### config.mk
export PLATFORM = sky130hd
export DESIGN_NAME = seg7_decoder
export DESIGN_NICKNAME = d
export VERILOG_FILES = /design/src/rtl/seg7_decoder.sv
export SDC_FILE = /design/constraint.sdc
export NUM_CORES = 1
export LEC_CHECK = 0
export ABC_CLOCK_PERIOD_IN_PS = 2350
export BUFFER_PORTS_ARGS = -buffer_cell sky130_fd_sc_hd__buf_2
export CAP_MARGIN = 20
export CORE_ASPECT_RATIO = 0.6
export CORE_MARGIN = 5
export CORE_UTILIZATION = 55
export DETAILED_ROUTE_END_ITERATION = 10
export GPL_ROUTABILITY_DRIVEN = 0
export HOLD_SLACK_MARGIN = 0.02
export PLACE_DENSITY = 0.84
export REMOVE_ABC_BUFFERS = 1
export SYNTH_ARGS = -nofsm -noshare
export SYNTH_HDL_FRONTEND = slang
export SYNTH_SLANG_ARGS = --single-unit
### constraint.sdc
create_clock -name clk -period 2.35 [get_ports clk]
set_input_delay 0.47 -clock clk [delete_from_list [all_inputs] [get_ports clk]]
set_output_delay 0.47 -clock clk [all_outputs]
set_load 0.005 [all_outputs]
### src/rtl/seg7_decoder.sv
// seg7_decoder
// Reads active-low 7-segment patterns back into nibbles. Each pattern must
// stay unchanged for STABLE_CYCLES consecutive valid cycles before it is
// accepted. NUM_DIGITS accepted nibbles are assembled MS-first into one word,
// which is held on a valid/ready output until consumed.
//
// Ports
//   clk         system clock, rising edge
//   reset       asynchronous, active-high; clears all state
//   seg_in      active-low segment pattern, bit0 = a .. bit6 = g
//   seg_valid   seg_in is presented
//   seg_ready   pattern accepted this cycle (combinational)
//   word_out    assembled word, first accepted digit in the MS nibble
//   word_err    per-digit invalid-pattern flags, same ordering as word_out
//   word_valid  word_out/word_err complete and stable
//   word_ready  downstream consumes the word when high with word_valid
//
// state  | meaning
// IDLE   | waiting for a pattern; captures the first candidate cycle
// SETTLE | counting identical cycles of the candidate pattern
// OUT    | full word held for downstream; input back-pressured
module seg7_decoder #(
  parameter int NUM_DIGITS    = 4,
  parameter int STABLE_CYCLES = 3
) (
  input  logic                    clk,
  input  logic                    reset,
  input  logic [6:0]              seg_in,
  input  logic                    seg_valid,
  output logic                    seg_ready,
  output logic [4*NUM_DIGITS-1:0] word_out,
  output logic [NUM_DIGITS-1:0]   word_err,
  output logic                    word_valid,
  input  logic                    word_ready
);

  localparam int WW = 4 * NUM_DIGITS;
  localparam int CW = (STABLE_CYCLES > 2) ? $clog2(STABLE_CYCLES) : 1;
  localparam int DW = $clog2(NUM_DIGITS + 1);
  localparam logic [CW-1:0] CNT_LAST = CW'(STABLE_CYCLES - 1);
  localparam logic [DW-1:0] DIG_LAST = DW'(NUM_DIGITS - 1);

  typedef enum logic [1:0] {
    IDLE   = 2'd0,
    SETTLE = 2'd1,
    OUT    = 2'd2
  } state_t;

  state_t          state_q;
  logic [6:0]      cand_q;
  logic [CW-1:0]   cnt_q;
  logic [DW-1:0]   digit_cnt_q;
  logic [WW-1:0]   word_q;
  logic [WW-1:0]   word_d;
  logic [NUM_DIGITS-1:0] err_q;
  logic [NUM_DIGITS-1:0] err_d;
  logic            word_valid_q;
  logic [3:0]      nibble;
  logic            nibble_err;
  logic            accept;

  // Decode the settled candidate; unknown patterns map to 0 with err set.
  always_comb begin
    nibble     = 4'h0;
    nibble_err = 1'b0;
    unique case (cand_q)
      7'h40: nibble = 4'h0;
      7'h79: nibble = 4'h1;
      7'h24: nibble = 4'h2;
      7'h30: nibble = 4'h3;
      7'h19: nibble = 4'h4;
      7'h12: nibble = 4'h5;
      7'h02: nibble = 4'h6;
      7'h78: nibble = 4'h7;
      7'h00: nibble = 4'h8;
      7'h10: nibble = 4'h9;
      7'h08: nibble = 4'hA;
      7'h03: nibble = 4'hB;
      7'h46: nibble = 4'hC;
      7'h21: nibble = 4'hD;
      7'h06: nibble = 4'hE;
      7'h0E: nibble = 4'hF;
      default: nibble_err = 1'b1;
    endcase
  end

  // The accepting cycle is the one where the live input still matches the
  // candidate and the count has reached its terminal value.
  assign accept    = (state_q == SETTLE) && seg_valid && (seg_in == cand_q) &&
                     (cnt_q == CNT_LAST);
  assign seg_ready = accept;

  // Shift-in written as shifts so NUM_DIGITS = 1 needs no special slice.
  assign word_d = (word_q << 4) | WW'(nibble);
  assign err_d  = (err_q << 1) | NUM_DIGITS'(nibble_err);

  always_ff @(posedge clk or posedge reset) begin
    if (reset) begin
      state_q      <= IDLE;
      cand_q       <= 7'h7F;
      cnt_q        <= '0;
      digit_cnt_q  <= '0;
      word_q       <= '0;
      err_q        <= '0;
      word_valid_q <= 1'b0;
    end else begin
      unique case (state_q)
        IDLE: begin
          if (seg_valid) begin
            cand_q  <= seg_in;
            cnt_q   <= CW'(1);
            state_q <= SETTLE;
          end
        end
        SETTLE: begin
          if (!seg_valid) begin
            cnt_q   <= '0;
            state_q <= IDLE;
          end else if (seg_in != cand_q) begin
            cand_q <= seg_in;
            cnt_q  <= CW'(1);
          end else if (cnt_q != CNT_LAST) begin
            cnt_q <= cnt_q + CW'(1);
          end else begin
            word_q      <= word_d;
            err_q       <= err_d;
            cnt_q       <= '0;
            digit_cnt_q <= digit_cnt_q + DW'(1);
            if (digit_cnt_q == DIG_LAST) begin
              state_q      <= OUT;
              word_valid_q <= 1'b1;
            end else begin
              state_q <= IDLE;
            end
          end
        end
        OUT: begin
          if (word_ready) begin
            state_q      <= IDLE;
            word_valid_q <= 1'b0;
            digit_cnt_q  <= '0;
          end
        end
        default: begin
          state_q      <= IDLE;
          word_valid_q <= 1'b0;
        end
      endcase
    end
  end

  assign word_out   = word_q;
  assign word_err   = err_q;
  assign word_valid = word_valid_q;

endmodule
==> key figures, run 1 <==
Run status
  – Status: completed

Power and ir drop
  – Int Pwr: 1.04 mW
  – Lkg Pwr: 1.12 nW
  – Comb power frac: 14.9%
  – Clock network fraction of design power: 39.1%
  – Pwr Density: 616 mW/mm²
  – Sw frac: 25.7%
  – Peak VDD IR: 0.000359 V
  – Switching pwr: roughly 0.36 mW
  – Post-layout power: 1.39 mW
  – Flop pwr share: approximately 46%

Die
  – Row count: 16
  – Starting density of the core: 57.4%
  – Die area: 0.00471 mm²
  – Core outline area: around 0.0033 mm²
  – Ports: 33
  – Die H: 55.2 µm
  – Die W: 85.4 µm

Critical path
  – Worst-path fanout max: 2
  – Crit path arrival time: 1850 ps
  – R2R Setup Slk: 100 ps
  – WP data required: 1880 ps
  – CP endpoint kind: output port
  – Critical path class: flip-flop to output port
  – Crit start category: flip-flop

Final layout
  – Post-Layout Cell Count: about 250
  – Area grow syn2layout: 20.8%
  – Fill cell count: 233
  – Inserted Diodes: 0
  – Most frequent cells in the layout: buf_2 (31), dfrtp_1 (28), o21ai_0 (16), buf_4 (16), mux2_2 (15)
  – Commonest non-fill, non-tap cell in the layout: buf_2
  – Post-route cell area: 0.00226 mm²
  – Nets: ~220
  – Fin util: 69.4%
  – Share of layout cells above drive strength 1: 47.1%

Timing
  – Max Slew Vio Count: 0
  – Final Hold Viols: 0
  – Setup TNS: 0 ps
  – Worst-margin pin slew: around 450 ps
  – # setup viols final: 0
  – Setup slack after layout: 26.2 ps
  – RSZ-0062 raised after global routing: yes
  – Tmin final: 2320 ps
  – Relative slew slack: 69.4%
  – Hold slack: ~260 ps
  – Fmax: 430 MHz
  – Worst Clk Skew: 8.40 ps
  – Final period util: 98.9%

Logic synthesis
  – Cell taking the most area after synthesis: dfrtp_1
  – Post-synthesis cell type count: 40
  – Synth top area cells: dfrtp_1 (37%), dfstp_2 (9.8%), mux2_2 (9.0%), mux2_4 (6.4%), o21ai_0 (4.3%)
  – Mean Syn Cell Area: ~11 µm²
  – Ys Warns: 0
  – Syn Std Cell Area: around 0.0019 mm²
  – FF+latch count, synth: 35
  – Post-synthesis sequential area ratio: 47.2%
  – Post-synth EDFFs: 0
  – Most used DFF post-synth: dfrtp_1
  – Post-synth top area share: 37.4%
  – Synth async-reset ratio: 100%
  – Cells after Synth: 163

Route
  – DRT Wirelength: 4500 µm
  – Vias per inst: 5.79
  – Drc violations: 0
  – Vias: 1454
  – Wire length per cell: about 18 µm
  – DRT iter0 DRCs: 107
  – Antenna viol nets, final: 0
  – DRT Pass-1 Iters: 4

Global route
  – Overflow after GRT: 0
  – Vias in the first global route: 1359
  – Gr usage total: 19.5%
  – Initial antenna violation count: 0
  – Global-route wire length before repair: 7130 µm
  – Largest net degree at the start of global routing: 36

Clock tree
  – CTS tree: yes
  – H-tree levels: 2
  – CTS Buf Count: 5
  – Hold buffers post-CTS: 0
  – CTS max path bufs: 2
  – Worst-Skew Late Latency: 290 ps
  – Reg clk slew, reported paths: 70 ps
  – Clock Tree Root: clkbuf_8
  – Clock sinks: 35

Min path
  – Min-delay worst type: input port to asynchronous set/reset pin

Place
  – Dpl cell area: 0.00207 mm²
  – Buffers on Ports: 32
  – Detailed placer's ending HPWL: 2810 µm
  – Placed cells: between 200 and 250
  – Pre-CTS setup slack: 98.8 ps

Run
  – Maximum Capacitance Violations: 0
==> logic make-up (layout without fill, tap and decap cells) <==
group                    after synthesis  in the layout  synth area share, %
adder cells (fa/ha/maj)                2              2                 1.33
AO/OA/AOI/OAI                         28             28                 9.68
buffers and inverters                 17             60                 5.47
flip-flops                            35             35                 47.2
AND/OR/NAND/NOR                       46             46                 13.6
multiplexers                          27             27                 17.8
XOR/XNOR                               8              8                 4.94
==> path summary, 6_finish.rpt <==
check | cells after the start | from | endpoint
worst min register to register | 2 | word_valid | word_valid
worst max-delay path | 5 | cand_q[1] | seg_ready
max in group asynchronous | 3 | reset | cand_q[3]
worst min-delay path | 3 | reset | word_out[12]
min in group clk | 2 | seg_in[0] | cand_q[0]
worst max register to register | 6 | cand_q[1] | word_out[14]
==> worst max-delay path, stage by stage, from the launching register on <==
cell     delay (ps)
dfstp_2         560
xnor2_2         110
nand4_1         160
or4b_4          550
inv_4            90
buf_6            90
==> synthesized netlist by cell type (2+ instances only) <==
master	instances
nand4_1	3
inv_1	3
xnor2_2	3
nor4b_1	2
nor2b_1	2
nand3_1	6
nand2b_1	6
dfrtp_1	28
nand3b_1	2
nor2_1	8
xnor2_1	5
nand2_1	9
mux2_4	8
mux2_2	15
o21ai_0	16
dfstp_2	7
nor4_1	2
buf_6	5
ha_1	2
or3_1	2
mux2_1	3
a211oi_1	2
clkbuf_1	6
a21oi_1	2
==> cell type report <==
| cell class | instances | area [µm²] | area share [%] |
|---|---|---|---|
| Multi-Input combinational cell | 111 | 906 | 40.0 |
| Clock buffer | 5 | 68.8 | 3.04 |
| Inverter | 4 | 17.5 | 0.774 |
| Clock inverter | 3 | 43.8 | 1.93 |
| Sequential cell | 35 | 885 | 39.1 |
| Tap cell | 45 | 56.3 | 2.49 |
| Timing Repair Buffer | 48 | 287 | 12.7 |
==> metal layers <==
metal	GRT usage [%]	vias to the layer above	wire (µm)	share of wire (%)
li1	-	660	-	-
met1	25.9	690	1910	42
met2	30.4	87	2080	46
met3	5.50	17	398	8.8
met4	7.45	0	114	2.5
met5	0	-	0	0
==> flip-flops by register name, indices dropped and copies added (netlist names) <==
register,cells
state_q,2
word_err,4
cand_q,7
word_out,16
digit_cnt_q,3
cnt_q,2
word_valid,1
==> power groups by stage <==
stage / combinational [mW] / sequential, mW / clock, mW
floorplan: 0.0970 / 0.674 / 0
CTS: 0.191 / 0.640 / 0.551
global route: 0.222 / 0.644 / 0.586
global placement: 0.163 / 0.655 / 0
finish: 0.207 / 0.642 / 0.545
detailed placement: 0.170 / 0.658 / 0
==> repair_timing <==
| item | 4_1_cts | 5_1_grt |
|---|---|---|
| hold endpoints to repair | 0 | 0 |
| setup buffers | 5 | 2 |
| cloned | 0 | 0 |
| pin swaps | 2 | 4 |
| gates resized for setup | 2 | 3 |
| setup endpoints to repair | 1 | 2 |
Note: power is estimated with default switching activity, not from simulation.
==> run 2: changes to the inputs <==
--- a/config.mk
+++ b/config.mk
@@ -5,16 +5,16 @@
 export SDC_FILE = /design/constraint.sdc
 export NUM_CORES = 1
 export LEC_CHECK = 0
-export ABC_CLOCK_PERIOD_IN_PS = 2350
+export ABC_CLOCK_PERIOD_IN_PS = 2400
 export BUFFER_PORTS_ARGS = -buffer_cell sky130_fd_sc_hd__buf_2
 export CAP_MARGIN = 20
 export CORE_ASPECT_RATIO = 0.6
-export CORE_MARGIN = 5
 export CORE_UTILIZATION = 55
 export DETAILED_ROUTE_END_ITERATION = 10
 export GPL_ROUTABILITY_DRIVEN = 0
 export HOLD_SLACK_MARGIN = 0.02
 export PLACE_DENSITY = 0.84
+export RECOVER_POWER = 100
 export REMOVE_ABC_BUFFERS = 1
 export SYNTH_ARGS = -nofsm -noshare
 export SYNTH_HDL_FRONTEND = slang
==> constraint.sdc (replaced) <==
create_clock -name clk -period 2.4 [get_ports clk]
set_input_delay 0.48 -clock clk [delete_from_list [all_inputs] [get_ports clk]]
set_output_delay 0.48 -clock clk [all_outputs]
set_load 0.005 [all_outputs]
==> key figures, run 2 (synthesis results as in run 1) <==
Run status
  – Status: finished with violations
  – Failing checks: max-capacitance violations, max-slew violations

Timing
  – Worst-margin pin slew: approximately 1800 ps
  – # setup viols final: 0
  – Final period util: between 90 and 100%
  – Final Hold Viols: 0
  – Tmin final: 2350 ps
  – RSZ-0062 raised after global routing: no
  – Setup TNS: 0 ps
  – Max Slew Vio Count: 36
  – Worst Clk Skew: 4.22 ps
  – Relative slew slack: -22.4%
  – Fmax: about 430 MHz
  – Hold slack: around 450 ps

Route
  – Vias: about 1400
  – Vias per inst: around 5.7
  – Antenna viol nets, final: 0
  – Wire length per cell: between 15 and 20 µm
  – DRT Pass-1 Iters: 5
  – DRT iter0 DRCs: 88
  – Drc violations: 0
  – DRT Wirelength: around 4300 µm

Critical path
  – Crit path arrival time: ~1900 ps
  – Crit path cell chain: xnor2_1 > nand4_2 > or4b_4 > inv_4 > buf_6
  – Crit path max-delay family: simple AND/OR/NAND/NOR gates
  – Critical path class: flip-flop to output port
  – Crit start category: flip-flop
  – Bufs and invs on worst path: 2
  – WP data required: 1920 ps
  – Crit path max-delay cell type: or4b_4
  – Worst-path fanout max: 2
  – CP endpoint kind: output port
  – Worst path max stage delay: about 560 ps

Final layout
  – Share of layout cells above drive strength 1: around 32%
  – Fin util: a little over 70%
  – Max reg flops: 16
  – Inserted Diodes: 0
  – Area grow syn2layout: 15.0%
  – Commonest non-fill, non-tap cell in the layout: dfrtp_1
  – Most frequent cells in the layout: dfrtp_1 (28), buf_2 (18), clkbuf_1 (17)
  – Nets: 215

Die
  – Die H: about 47 µm
  – Row count: 15
  – Ports: 33
  – Core outline area: 0.00306 mm²
  – Die W: 77.4 µm
  – Die area: 0.00365 mm²
  – Starting density of the core: 61.3%

Global route
  – Initial antenna violation count: 0
  – Overflow after GRT: 0
  – Gr usage total: 25.9%
  – Largest net degree at the start of global routing: 36
  – Global-route wire length before repair: 6650 µm
  – Vias in the first global route: 1413

Clock tree
  – CTS Buf Count: 5
  – Clock Tree Root: clkbuf_8
  – Clock sinks: 35
  – H-tree levels: 2
  – Worst-Skew Late Latency: 290 ps
  – CTS tree: yes
  – CTS max path bufs: 2
  – Reg clk slew, reported paths: 70 ps

Place
  – Buffers on Ports: 32
  – Detailed placer's ending HPWL: 2910 µm

Power and ir drop
  – Lkg Pwr: 1.00 nW
  – Pwr Density: around 630 mW/mm²
  – Post-layout power: 1.35 mW
  – Peak VDD IR: 0.000361 V

Run
  – Maximum Capacitance Violations: 1

Min path
  – Min-delay worst type: input port to flip-flop
-- run 2: cell types whose count changed in the layout (fill, tap and decap cells not counted), sizes merged --
cell	delta
buf	-20
clkbuf	+17
-- run 2: worst register-to-register path: stages (launching register included) --
cell	delay [ps]
dfstp_1	550
xnor2_1	150
nand4_2	140
or4b_4	560
buf_4	250
mux2_1	390
-- run 2: power by group --
| group | switching [mW] | internal (mW) |
|---|---|---|
| logic | 0.102 | 0.0832 |
| clock network | 0.228 | 0.309 |
| registers | 0.0141 | 0.612 |
| total | 0.343 | 1.00 |
-- run 2: path summary, 6_finish.rpt --
| kind | endpoint | depth (start not counted) | slack, ps | start |
|---|---|---|---|---|
| max reg2reg | word_out[6] | 5 | 220 | cand_q[3] |
| min | cand_q[2] | 2 | 450 | seg_in[2] |
| min in group asynchronous | word_out[5] | 3 | 830 | reset |
| min reg2reg | word_valid | 2 | 500 | word_valid |
| max in group asynchronous | word_out[2] | 3 | 520 | reset |
| max | seg_ready | 5 | 50 | cand_q[3] |
-- run 2: layer usage --
metal / global-route usage, % / part of all wire [%]
met4: 17.0 / 2.5
met1: 28.2 / 43
met3: 6.41 / 5.7
met2: 48.1 / 49
met5: 0 / 0
-- run 2: per-stage QoR --
step | cell area, µm² | setup slack [ps] | std cells
final | 2160 | 51.5 | 245
after global routing | 2160 | 7.69 | 245
after CTS | 2210 | 9.35 | 244
after detailed placement | 2060 | 126 | 232
after global placement | 2060 | 210 | 232
after floorplan | 1790 | -171 | 150
-- run 2: area by class of cell --
type / count / area (µm²)
fill: 230 / 903
timing repair buffer: 45 / 233
sequential: 35 / 885
clock buffer: 5 / 68.8
clock inverter: 3 / 43.8
multi-input combinational: 111 / 856
inverter: 4 / 17.5
tap: 42 / 52.6
-- run 2: repair_timing --
action | 4_1_cts | 5_1_grt
gates resized for setup | 1 | 3
buffers inserted | 4 | 1
pin swaps | 1 | 3
setup endpoints to repair | 1 | 1
gates cloned | 0 | 0
hold buffers | 0 | 0
==> run 3: changes to the inputs <==
==> config.mk (replaced) <==
export PLATFORM = sky130hd
export DESIGN_NAME = seg7_decoder
export DESIGN_NICKNAME = d
export VERILOG_FILES = /design/src/rtl/seg7_decoder.sv
export SDC_FILE = /design/constraint.sdc
export NUM_CORES = 1
export LEC_CHECK = 0
export ABC_AREA = 1
export ABC_CLOCK_PERIOD_IN_PS = 2400
export BUFFER_PORTS_ARGS = -buffer_cell sky130_fd_sc_hd__buf_2
export CORE_ASPECT_RATIO = 0.6
export CORE_UTILIZATION = 55
export DETAILED_ROUTE_END_ITERATION = 10
export GPL_ROUTABILITY_DRIVEN = 0
export HOLD_SLACK_MARGIN = 0.02
export PLACE_DENSITY = 0.83
export RECOVER_POWER = 100
export SYNTH_ARGS = -nofsm -noshare
export SYNTH_HDL_FRONTEND = slang
export SYNTH_SLANG_ARGS = --single-unit
==> key figures, run 3 <==
Run status
  – Status: finished with violations
  – Failing checks: max-capacitance violations, max-slew violations

Min path
  – Min-delay worst type: input port to flip-flop

Route
  – Drc violations: 0
  – Antenna viol nets, final: 0
  – Vias: 1751
  – DRT Wirelength: around 4300 µm
  – DRT Pass-1 Iters: 5
  – DRT iter0 DRCs: 127
  – Wire length per cell: 12.3 µm
  – Vias per inst: 4.97

Timing
  – Tmin final: 2260 ps
  – Worst-margin pin slew: around 1900 ps
  – Final Hold Viols: 0
  – Setup TNS: 0 ps
  – Fmax: between 400 and 500 MHz
  – Worst Clk Skew: 3.26 ps
  – RSZ-0062 raised after global routing: no
  – Relative slew slack: -24.7%
  – Max Slew Vio Count: 36
  – # setup viols final: 0
  – Final period util: 94.1%

Power and ir drop
  – Peak VDD IR: 0.000364 V
  – Pwr Density: slightly above 600 mW/mm²
  – Lkg Pwr: 1.26 nW

Clock tree
  – Hold buffers post-CTS: 0
  – CTS tree: yes
  – Clock sinks: 35
  – Worst-Skew Late Latency: 290 ps
  – Reg clk slew, reported paths: 70 ps
  – Clock Tree Root: clkbuf_8
  – CTS Buf Count: 5
  – Post-cts resize count: 0
  – H-tree levels: 2
  – Number of setup buffers added after CTS: 0
  – CTS max path bufs: 2

Logic synthesis
  – Post-synthesis cell type count: 28
  – Ys Warns: 0
  – Most used DFF post-synth: dfrtp_1
  – Synth top area cells: dfrtp_1 (37%), nand2_1 (24%), dfstp_2 (9.6%), inv_1 (5.1%), nor2_1 (4.7%)
  – Post-synth top area share: a little over a third
  – Cell taking the most area after synthesis: dfrtp_1
  – Most frequent cell after synthesis: nand2_1
  – FF+latch count, synth: 35
  – Net count after synthesis: 283
  – Synth async-reset ratio: 100%
  – Post-synth EDFFs: 0
  – Cells after Synth: 270
  – Post-synth top cells: nand2_1 (122), dfrtp_1 (28), inv_1 (26)
  – Syn Std Cell Area: 0.00192 mm²
  – Mean Syn Cell Area: 7.10 µm²
  – Post-synthesis sequential area ratio: 46.1%

Die
  – Starting density of the core: 58.4%
  – Ports: 33
  – Row count: 16
  – Core outline area: between 0.003 and 0.004 mm²
  – Die H: 47.7 µm
  – Die area: approximately 0.0037 mm²
  – Die W: 78.2 µm

Global route
  – Vias in the first global route: 1455
  – Initial antenna violation count: 0
  – Gr usage total: 23.5%
  – Overflow after GRT: 0
  – Largest net degree at the start of global routing: 36
  – Global-route wire length before repair: 6450 µm

Final layout
  – Post-Layout Cell Count: between 300 and 400
  – Area grow syn2layout: 14.0%
  – Commonest non-fill, non-tap cell in the layout: nand2_1
  – Share of layout cells above drive strength 1: between 10% and 20%
  – Fin util: 66.6%
  – Max reg flops: 16
  – Inserted Diodes: 0
  – Nets: 319
  – Most frequent cells in the layout: nand2_1 (124), dfrtp_1 (28), inv_1 (27)

Place
  – Placed cells: 344
  – Detailed placer's ending HPWL: 2930 µm
  – Buffers on Ports: 32

Critical path
  – Crit start category: flip-flop
  – WP data required: 1920 ps
  – Crit path arrival time: 1780 ps
  – CP endpoint kind: output port
  – Worst-path fanout max: 7
  – Critical path class: flip-flop to output port

Run
  – Maximum Capacitance Violations: 1
[run 3: per-layer routing]
layer / vias to the layer above / share of wire, % / global-route usage (%)
met5: - / 0 / 0
met4: 0 / 0.63 / 8.52
met3: 6 / 4.7 / 5.90
met2: 47 / 46 / 39.6
met1: 792 / 49 / 30.7
li1: 906 / - / -
[run 3: cell type report]
class,instances,area [µm²]
Clock buffer,6,82.6
Fill cell,319,1100
Multi-Input combinational cell,197,853
Clock inverter,2,35.0
Inverter,32,121
Tap cell,45,56.3
Sequential cell,35,885
Timing Repair Buffer,35,154
[run 3: where the power goes]
group / leakage [nW] / internal (mW) / switching (mW) / total, mW
clock: 0.0612 / 0.336 / 0.214 / 0.550
sequential: 0.454 / 0.617 / 0.0295 / 0.646
combinational: 0.743 / 0.0502 / 0.108 / 0.158
total: 1.26 / 1.00 / 0.352 / 1.36
[run 3: final timing paths]
check	from	to	slack [ps]	cells after the start
worst min-delay path	seg_in[2]	cand_q[2]	430	3
max in group asynchronous	reset	digit_cnt_q[0]	480	3
worst max-delay path	cand_q[2]	seg_ready	140	9
worst min register to register	word_out[12]	word_out[12]	480	2
worst max register to register	cand_q[2]	digit_cnt_q[0]	360	10
min in group asynchronous	reset	word_out[5]	850	3
[run 3: per-stage QoR]
stage,total power [mW],worst slack (ps),instance area (µm²),hold slack [ps]
after floorplan,0.770,557,1920,442
after global placement,0.808,560,2110,455
after detailed placement,0.813,538,2110,463
after CTS,1.37,196,2230,288
after global routing,1.41,45.2,2190,446
final,1.36,143,2190,432
[run 3: kinds of logic after synthesis]
logic type	after synthesis	share of synthesized area, %
AND/OR/NAND/NOR	177	38.3
AO/OA/AOI/OAI	17	4.96
adder cells (fa/ha/maj)	2	1.30
buffers and inverters	38	8.87
flip-flops	35	46.1
XOR/XNOR	1	0.457
[run 3: worst max-delay path, cell delays in order, from the launching register on]
cell and delay, ps:
dfstp_2 590, inv_1 110, nand2_1 70, nand2_1 50
nor2_1 110, nand2_1 130, nor2_4 140, nand3_2 100
clkinv_2 60, clkbuf_1 120
